===== src/rtl/mux_nx1_pipe_if.sv =====
// Handshake bundle for the registered N:1 operand select.
// The upstream producer and downstream consumer both sit on the master side;
// the select block itself takes the slave view.
`timescale 1ns/1ps
interface mux_nx1_pipe_if #(
  parameter int DATA_W = 32,
  parameter int NUM_IN = 2
);
  localparam int SEL_W = (NUM_IN > 1) ? $clog2(NUM_IN) : 1;

  logic                     in_valid;
  logic                     in_ready;
  logic [NUM_IN*DATA_W-1:0] in_data;
  logic [SEL_W-1:0]         in_sel;
  logic                     in_zero;
  logic                     out_valid;
  logic                     out_ready;
  logic [DATA_W-1:0]        out_data;
  logic                     out_sel_err;

  modport master (
    output in_valid, in_data, in_sel, in_zero, out_ready,
    input  in_ready, out_valid, out_data, out_sel_err
  );

  modport slave (
    input  in_valid, in_data, in_sel, in_zero, out_ready,
    output in_ready, out_valid, out_data, out_sel_err
  );
endinterface


===== src/rtl/mux_nx1_pipe.sv =====
// Registered N:1 operand select with valid/ready handshake and a 2-entry
// output FIFO. in_ready depends only on the registered count, so no
// combinational path runs from out_ready back to in_ready.
// Out-of-range selects produce zero data and raise an error flag that
// travels with the entry.
`timescale 1ns/1ps
module mux_nx1_pipe #(
  parameter int DATA_W = 32,
  parameter int NUM_IN = 2
) (
  input logic           clk,
  input logic           rst,
  mux_nx1_pipe_if.slave bus
);
  localparam int SEL_W = (NUM_IN > 1) ? $clog2(NUM_IN) : 1;

  logic [DATA_W-1:0] buf_data [2];
  logic              buf_err  [2];
  logic              wr_ptr;
  logic              rd_ptr;
  logic [1:0]        count;
  logic              push;
  logic              pop;
  logic              sel_oor;
  logic [DATA_W-1:0] sel_word;
  logic [DATA_W-1:0] entry_data;
  logic              entry_err;

  assign bus.in_ready    = (count != 2'd2);
  assign bus.out_valid   = (count != 2'd0);
  assign bus.out_data    = buf_data[rd_ptr];
  assign bus.out_sel_err = buf_err[rd_ptr];

  assign push = bus.in_valid && bus.in_ready;
  assign pop  = bus.out_valid && bus.out_ready;

  // Extend by one bit so NUM_IN itself is representable in the compare.
  assign sel_oor = ({1'b0, bus.in_sel} >= (SEL_W+1)'(NUM_IN));

  // Pick the addressed operand; an unmatched select leaves the word at zero.
  always_comb begin
    sel_word = '0;
    for (int k = 0; k < NUM_IN; k++) begin
      if (bus.in_sel == SEL_W'(k)) begin
        sel_word = bus.in_data[k*DATA_W +: DATA_W];
      end
    end
  end

  // Form the entry to store: force-zero wins over both data and error.
  always_comb begin
    entry_data = sel_word;
    entry_err  = 1'b0;
    if (bus.in_zero) begin
      entry_data = '0;
    end else if (sel_oor) begin
      entry_data = '0;
      entry_err  = 1'b1;
    end
  end

  // FIFO pointers and occupancy; pointers wrap modulo 2.
  always_ff @(posedge clk or posedge rst) begin
    if (rst) begin
      wr_ptr <= 1'b0;
      rd_ptr <= 1'b0;
      count  <= 2'd0;
    end else begin
      if (push) wr_ptr <= ~wr_ptr;
      if (pop)  rd_ptr <= ~rd_ptr;
      case ({push, pop})
        2'b10:   count <= count + 2'd1;
        2'b01:   count <= count - 2'd1;
        default: count <= count;
      endcase
    end
  end

  // Entry storage; cleared on reset so the head reads zero immediately.
  always_ff @(posedge clk or posedge rst) begin
    if (rst) begin
      buf_data[0] <= '0;
      buf_data[1] <= '0;
      buf_err[0]  <= 1'b0;
      buf_err[1]  <= 1'b0;
    end else if (push) begin
      buf_data[wr_ptr] <= entry_data;
      buf_err[wr_ptr]  <= entry_err;
    end
  end

`ifndef SYNTHESIS
  a_no_push_full: assert property (@(posedge clk) disable iff (rst)
    !(push && count == 2'd2));
  a_no_pop_empty: assert property (@(posedge clk) disable iff (rst)
    !(pop && count == 2'd0));
  a_stall_stable: assert property (@(posedge clk) disable iff (rst)
    (bus.out_valid && !bus.out_ready) |=> ($stable(bus.out_data) && $stable(bus.out_sel_err)));
`endif

endmodule


===== src/flat_wrapper.sv =====
// flat-port wrapper written by rule: the top's interface ports become plain ports
module mux_nx1_pipe_flat 
#(
  parameter int DATA_W = 32,
  parameter int NUM_IN = 2
)
  (clk, rst, bus_in_valid, bus_in_data, bus_in_sel, bus_in_zero, bus_out_ready, bus_in_ready, bus_out_valid, bus_out_data, bus_out_sel_err);
  mux_nx1_pipe_if #(.DATA_W(DATA_W), .NUM_IN(NUM_IN)) bus_i ();
  input logic clk;
  input logic rst;
  input wire logic [$bits(bus_i.in_valid)-1:0] bus_in_valid;
  input wire logic [$bits(bus_i.in_data)-1:0] bus_in_data;
  input wire logic [$bits(bus_i.in_sel)-1:0] bus_in_sel;
  input wire logic [$bits(bus_i.in_zero)-1:0] bus_in_zero;
  input wire logic [$bits(bus_i.out_ready)-1:0] bus_out_ready;
  output wire logic [$bits(bus_i.in_ready)-1:0] bus_in_ready;
  output wire logic [$bits(bus_i.out_valid)-1:0] bus_out_valid;
  output wire logic [$bits(bus_i.out_data)-1:0] bus_out_data;
  output wire logic [$bits(bus_i.out_sel_err)-1:0] bus_out_sel_err;
  assign bus_i.in_valid = bus_in_valid;
  assign bus_i.in_data = bus_in_data;
  assign bus_i.in_sel = bus_in_sel;
  assign bus_i.in_zero = bus_in_zero;
  assign bus_i.out_ready = bus_out_ready;
  assign bus_in_ready = bus_i.in_ready;
  assign bus_out_valid = bus_i.out_valid;
  assign bus_out_data = bus_i.out_data;
  assign bus_out_sel_err = bus_i.out_sel_err;
  mux_nx1_pipe #(.DATA_W(DATA_W), .NUM_IN(NUM_IN)) u_core (.clk(clk), .rst(rst), .bus(bus_i));
endmodule

===== config.mk =====
export PLATFORM = sky130hd
export DESIGN_NAME = mux_nx1_pipe_flat
export DESIGN_NICKNAME = d
export VERILOG_FILES = /design/src/rtl/mux_nx1_pipe_if.sv /design/src/rtl/mux_nx1_pipe.sv /design/src/flat_wrapper.sv
export SDC_FILE = /design/constraint.sdc
export NUM_CORES = 1
export LEC_CHECK = 0
export BUFFER_PORTS_ARGS = -buffer_cell sky130_fd_sc_hd__buf_2
export CAP_MARGIN = 10
export CORE_ASPECT_RATIO = 0.9
export CORE_MARGIN = 3
export CORE_UTILIZATION = 52
export DETAILED_ROUTE_END_ITERATION = 6
export PLACE_DENSITY = 0.81
export SYNTH_ARGS = -nofsm -noshare
export SYNTH_HDL_FRONTEND = slang
export SYNTH_SLANG_ARGS = --single-unit

===== constraint.sdc =====
create_clock -name clk -period 2.4 [get_ports clk]
set_input_delay 0.36 -clock clk [delete_from_list [all_inputs] [get_ports clk]]
set_output_delay 0.36 -clock clk [all_outputs]
set_load 0.005 [all_outputs]

==> out/qor.yml, run 1 <==
status: "finished, final reports clean"
post_route_cells_drive_above_1_share_pct: 60.8
rsz0062_at_grt: "false"
dpl.hpwl_mm: 5.01
setup_tns_ps: 0
drcViolationCount: 0
peakVddDrop_uv: 637
num_vias: 2347
max-slew-margin-rel_pct: 57.2
nNetsFinal: 438
fp.dieW_um: 94.5
antenna_found_initial: 0
crit_required_ps: 2040
wire_per_inst_um: 16.0
synth_ff_type: "dfrtp_1"
dieArea_um2: 8090
setup_viol: 0
fin_crit_sh_pct: 84.5
postLayoutCoreUtil_pct: 66.4
hold_viol: 0
synthCells: 265
critPathLaunchType: "register"
clkSinkCount: 70
final_cell_area_um2: 4440
via_per_inst: 5.08
dp.cells: 446
ys_types: 21
crit_arrival_ps: 1670
core_um2: 6690
gp_congestion: 0.737
clockBufferDepth: 2
p_total_uw: 5180
min_period_ps: 2030
rows: 28
start_util_pct: 54.7
overflow: 0
grt_pass1_vias: 2504
p_per_area_nw_per_um2: 1170
firstDrtPassIters: 4
synth_top_cell_area_share_pct: 47.8
synth_area_leaders: "dfrtp_1, mux2_2, mux2_4"
cts_resized: 0
clk_latency_ps: 340
hold_path_class: "in -> async"
synthArstFlopShare_pct: 100
ys_ff_latch: 70
yosysMostFrequentCell: "dfrtp_1"
numPortBuffers: 104
insertedDiodeCount: 0
p_leak_uw: 0.00234
ios: 105
drt_first_iter_violations: 100
cts_setup_buffers: 0
max_freq_ghz: 0.493
cts_tree: "built"
path_max_fanout: 27
synth_area_per_cell_um2: 13.8
cts_hold_buf: 0
placed_area_um2: 4240
synth_top_area_cell: "dfrtp_1"
grt_pass1_wl_mm: 12.4
timing_worst_setup_path_type: "reg -> out"
instances_no_fill: 462
tightest_slew_ps: 641
worstRegToRegCells: 5
grt_max_degree: 71
synth_edf_count: 0
synth_fp_nets: 336
final-max-slew-violation-count: 0
cp-end-kind: "output pin"
yosys_warnings: 0
track_usage_pct: 20.0
antenna_left: 0
maxCapViolations: 0
yosysSeqAreaShare_pct: 47.8
yosys-top-cells-count: "dfrtp_1, mux2_2, nor2_1"
ctsRootBufferMaster: "clkbuf_8"
numCtsBuffers: 9
skew_ps: 6.98
wirelength_mm: 7.41
syn_to_final_growth_pct: 21.3
path_clk_slew_ps: 70
syn_area_um2: 3660
chipHeight_um: 85.6
htree_levels: 3
[layer usage]
layer  up-vias  wire, µm  track usage [%]
li1       1137         -                -
met1      1137      3300             25.8
met2        69      3610             32.5
met3         4       440             7.11
met4         0        50             4.98
met5         -         0                0
[layout make-up]
| class | count | area (µm²) |
|---|---|---|
| fillers | 519 | 2250 |
| multi-input cells | 176 | 1760 |
| flip-flops and latches | 70 | 1750 |
| repair buffers | 109 | 608 |
| clock buffers | 12 | 155 |
| well taps | 90 | 113 |
| clock inverters | 4 | 45.0 |
| inverters | 1 | 3.75 |
[sequential cells by signal (all words and copies together) (netlist names)]
name	cells
u_core.wr_ptr	1
u_core.rd_ptr	1
u_core.count	2
u_core.buf_err	2
u_core.buf_data	64
[placed cells by master, fill, tap and decap left out]
| cell type | netlist | final |
|---|---|---|
| buf_2 | 7 | 104 |
| dfrtp_1 | 70 | 70 |
| mux2_2 | 68 | 68 |
| nor2_1 | 33 | 33 |
| mux2i_1 | 32 | 32 |
| mux2_4 | 29 | 29 |
| clkbuf_8 | 0 | 11 |
| buf_12 | 3 | 4 |
| xnor2_1 | 3 | 3 |
| clkinv_2 | 0 | 3 |
| and2_1 | 2 | 2 |
| xor2_1 | 2 | 2 |
| nand2b_4 | 1 | 1 |
| and3b_2 | 0 | 1 |
| nand3_2 | 1 | 1 |
| nand2_1 | 1 | 1 |
| or2_2 | 1 | 1 |
| inv_2 | 0 | 1 |
| nor2b_1 | 1 | 1 |
| ha_1 | 1 | 1 |
| bufinv_16 | 0 | 1 |
| clkbuf_1 | 4 | 1 |
| buf_4 | 3 | 1 |
[where the power goes]
part,internal [µW],switching [µW]
Clock,532,416
Sequential,1700,322
Combinational,1390,815
[logic make-up (layout without fill, tap and decap cells)]
family | count (synthesis) | in the layout | share of synthesized area, %
XOR/XNOR | 5 | 5 | 1.20
adder cells (fa/ha/maj) | 1 | 1 | 0.342
buffers and inverters | 19 | 126 | 4.03
flip-flops | 70 | 70 | 47.8
multiplexers | 129 | 129 | 41.5
AND/OR/NAND/NOR | 41 | 41 | 5.06
[per-stage QoR]
step / setup slack (ps) / hold WS [ps]
after floorplan: 272 / 447
after global placement: 776 / 462
after global routing: 283 / 95.6
after detailed placement: 741 / 465
final: 373 / 74.2
after CTS: 354 / 86.0
[worst max-delay path, cell delays in order (launching register included)]
cell,delay (ps)
dfrtp_1,570
buf_12,250
mux2_2,370
buf_2,130
[worst paths after layout]
kind / from / endpoint / slack [ps]
max: u_core.rd_ptr / bus_out_data[19] / 370
min in group clk: bus_in_valid / u_core.wr_ptr / 330
max reg2reg: u_core.count[1] / u_core.count[1] / 780
min: rst / u_core.buf_data[8] / 70
max in group asynchronous: rst / u_core.count[1] / 2030
min reg2reg: u_core.buf_err[0] / u_core.buf_err[0] / 500
Power figures use the tool's default switching activity.
==> run 2: changes to the inputs <==
--- a/config.mk
+++ b/config.mk
@@ -5,13 +5,14 @@
 export SDC_FILE = /design/constraint.sdc
 export NUM_CORES = 1
 export LEC_CHECK = 0
+export ABC_AREA = 1
 export BUFFER_PORTS_ARGS = -buffer_cell sky130_fd_sc_hd__buf_2
 export CAP_MARGIN = 10
 export CORE_ASPECT_RATIO = 0.9
 export CORE_MARGIN = 3
-export CORE_UTILIZATION = 52
+export CORE_UTILIZATION = 48
 export DETAILED_ROUTE_END_ITERATION = 6
-export PLACE_DENSITY = 0.81
+export PLACE_DENSITY = 0.78
 export SYNTH_ARGS = -nofsm -noshare
 export SYNTH_HDL_FRONTEND = slang
 export SYNTH_SLANG_ARGS = --single-unit
==> constraint.sdc (replaced) <==
create_clock -name clk -period 1.7 [get_ports clk]
set_input_delay 0.255 -clock clk [delete_from_list [all_inputs] [get_ports clk]]
set_output_delay 0.255 -clock clk [all_outputs]
set_load 0.005 [all_outputs]
==> out/qor.yml, run 2 <==
status: "finished, violations left"
violations: "hold timing"
antenna_left: 0
htree_levels: 3
synth_edf_count: 0
path_max_fanout: 19
synth_top_cell_area_share_pct: 46.2
ios: 105
rr_startpoint: "u_core.count[0]"
fp.dieW_um: 99.7
crit_required_ps: 1440
setup_tns_ps: 0
cts_hold_buf: 0
worst_path_dominant_cell_family: "buffers and inverters"
tightest_slew_ps: 371
drt_first_iter_violations: 271
path_buf_inv: 3
overflow: 0
grt_pass1_wl_mm: 15.8
worstRegToRegCells: 9
rsz0062_at_grt: "false"
p_int_uw: 4580
maxCapViolations: 0
yosys-top-cells-count: "nand2_1, dfrtp_1, nor2_1"
syn_area_um2: 3790
rows: 30
clk_latency_ps: 350
insertedDiodeCount: 0
p_seq_share_pct: 37.5
critPathLaunchType: "register"
timing.critical_path.mode_cell: "nand2_1"
synthCells: 580
crit_arrival_ps: 1350
synth_area_per_cell_um2: 6.54
fin_crit_sh_pct: 94.4
p_leak_uw: 0.00293
cp-end-kind: "output pin"
post_route_cells_drive_above_1_share_pct: 20.6
start_util_pct: 49.8
firstDrtPassIters: 4
synthArstFlopShare_pct: 100
final_cell_mix: "nand2_1, buf_2, dfrtp_1"
ys_ff_latch: 70
nNetsFinal: 750
yosysMostFrequentCell: "nand2_1"
yosysSeqAreaShare_pct: 46.2
power_frac_comb_pct: 40.4
hold_viol: 3
critPathSlowestCell: "dfrtp_1"
synth_area_leaders: "dfrtp_1, nand2_1, nor2_1"
path_clk_slew_ps: 70
ys_types: 19
p_per_area_nw_per_um2: 1600
cts_tree: "built"
numPortBuffers: 104
max_freq_ghz: 0.623
final-max-slew-violation-count: 0
skew_ps: 5.75
register_area_um2: 1750
gp_congestion: 0.774
cp_cell_sequence: "clkinv_1 -> buf_4 -> nand2_1 -> nand2_1 -> buf_2"
multi_input_area_um2: 1710
max-slew-margin-rel_pct: 75.3
cts_setup_buffers: 0
r2r-end: "u_core.count[1]"
regMostFlops: "u_core.buf_data"
synth_ff_type: "dfrtp_1"
core_um2: 7620
p_switching_uw: 2860
largest_register_ffs: 64
timing_worst_setup_path_type: "reg -> out"
dieArea_um2: 9010
switching_share_pct: 38.4
min_period_ps: 1600
synth_fp_nets: 651
clkPwrFrac_pct: 22.2
grt_pass1_vias: 3575
syn_to_final_growth_pct: 22.5
peakVddDrop_uv: 541
chipHeight_um: 90.3
setup_viol: 0
wirelength_mm: 9.32
drcViolationCount: 0
hold_path_class: "in -> async"
hold_ws_ps: -6.03
num-fill-cells: 696
final_common_cell: "nand2_1"
clockBufferDepth: 2
yosys_warnings: 0
track_usage_pct: 21.7
antenna_found_initial: 0
r2r_slack_ps: 220
numCtsBuffers: 9
clkSinkCount: 70
synth_top_area_cell: "dfrtp_1"
reg_top3: "u_core.buf_data: 64 flops, u_core.buf_err: 2 flops, u_core.count: 2 flops"
via_per_inst: 4.78
cts_resized: 0
max_stage_delay_ps: 400
dpl.hpwl_mm: 6.37
grt_max_degree: 71
wire_per_inst_um: 11.9
ctsRootBufferMaster: "clkbuf_8"
num_vias: 3731
[run 2: changes by cell type after synthesis, moves of 5 or more]
cell	previous run	this run
buf_2	7	15
buf_6	1	6
inv_1	1	40
mux2_2	68	0
mux2_4	29	0
mux2i_1	32	0
nand2_1	1	360
nor2_1	33	66
[run 2: worst max-delay path by stage]
stage / to / cells after the start / startpoint
after global placement: u_core.count[1] / 8 / u_core.count[1]
after global routing: bus_out_data[19] / 5 / u_core.rd_ptr
after floorplan: u_core.count[1] / 8 / u_core.count[0]
final: bus_out_data[18] / 5 / u_core.rd_ptr
after detailed placement: u_core.count[1] / 9 / u_core.count[0]
after CTS: bus_out_data[18] / 5 / u_core.rd_ptr
[run 2: final cells by class]
cell class | count | area share (%)
Clock buffer | 10 | 2.96
Timing Repair Buffer | 117 | 14.1
Multi-Input combinational cell | 438 | 36.8
Clock inverter | 6 | 2.34
Sequential cell | 70 | 37.7
Tap cell | 96 | 2.58
Inverter | 43 | 3.55
[run 2: worst min-delay path, delay by kind of cell]
family | cells | cell delay, ps
buffers and inverters | 3 | 490
[run 2: power groups by stage]
stage / Clock, µW / Combinational, µW / Sequential [µW]
floorplan: 0 / 1990 / 2690
global placement: 0 / 2940 / 2760
detailed placement: 0 / 3020 / 2800
CTS: 1670 / 3040 / 2780
global route: 1750 / 3420 / 2870
finish: 1650 / 3000 / 2790
[run 2: cells by family after synthesis]
logic type	after synthesis	synth area share, %
and+or+nand+nor	434	44.1
buffers and inverters	72	8.81
DFF	70	46.2
xor gates and xnor gates	2	0.462
AOI/OAI and AO/OA	1	0.132
adders and majority gates	1	0.330
[run 2: layer usage]
layer  track usage [%]  vias up  wire length (µm)  share of wire [%]
li1                  -     1888                 -                  -
met1              28.8     1688              4020                 43
met2              34.8      137              4410                 47
met3              3.86       18               674                7.2
met4              8.99        0               217                2.3
met5                 0        -                 0                  0
[run 2: through the flow]
stage / instance area (µm²) / setup slack [ps] / cells / power, µW / util, %
after floorplan: 3800 / 343 / 580 / 4680 / -
after global placement: 4400 / 344 / 764 / 5700 / 57.8
after detailed placement: 4400 / 231 / 764 / 5820 / 57.8
after CTS: 4650 / 73.1 / 780 / 7490 / 61.0
after global routing: 4650 / 7.16 / 780 / 8030 / 61.0
final: 4650 / 95.3 / 780 / 7440 / 61.0
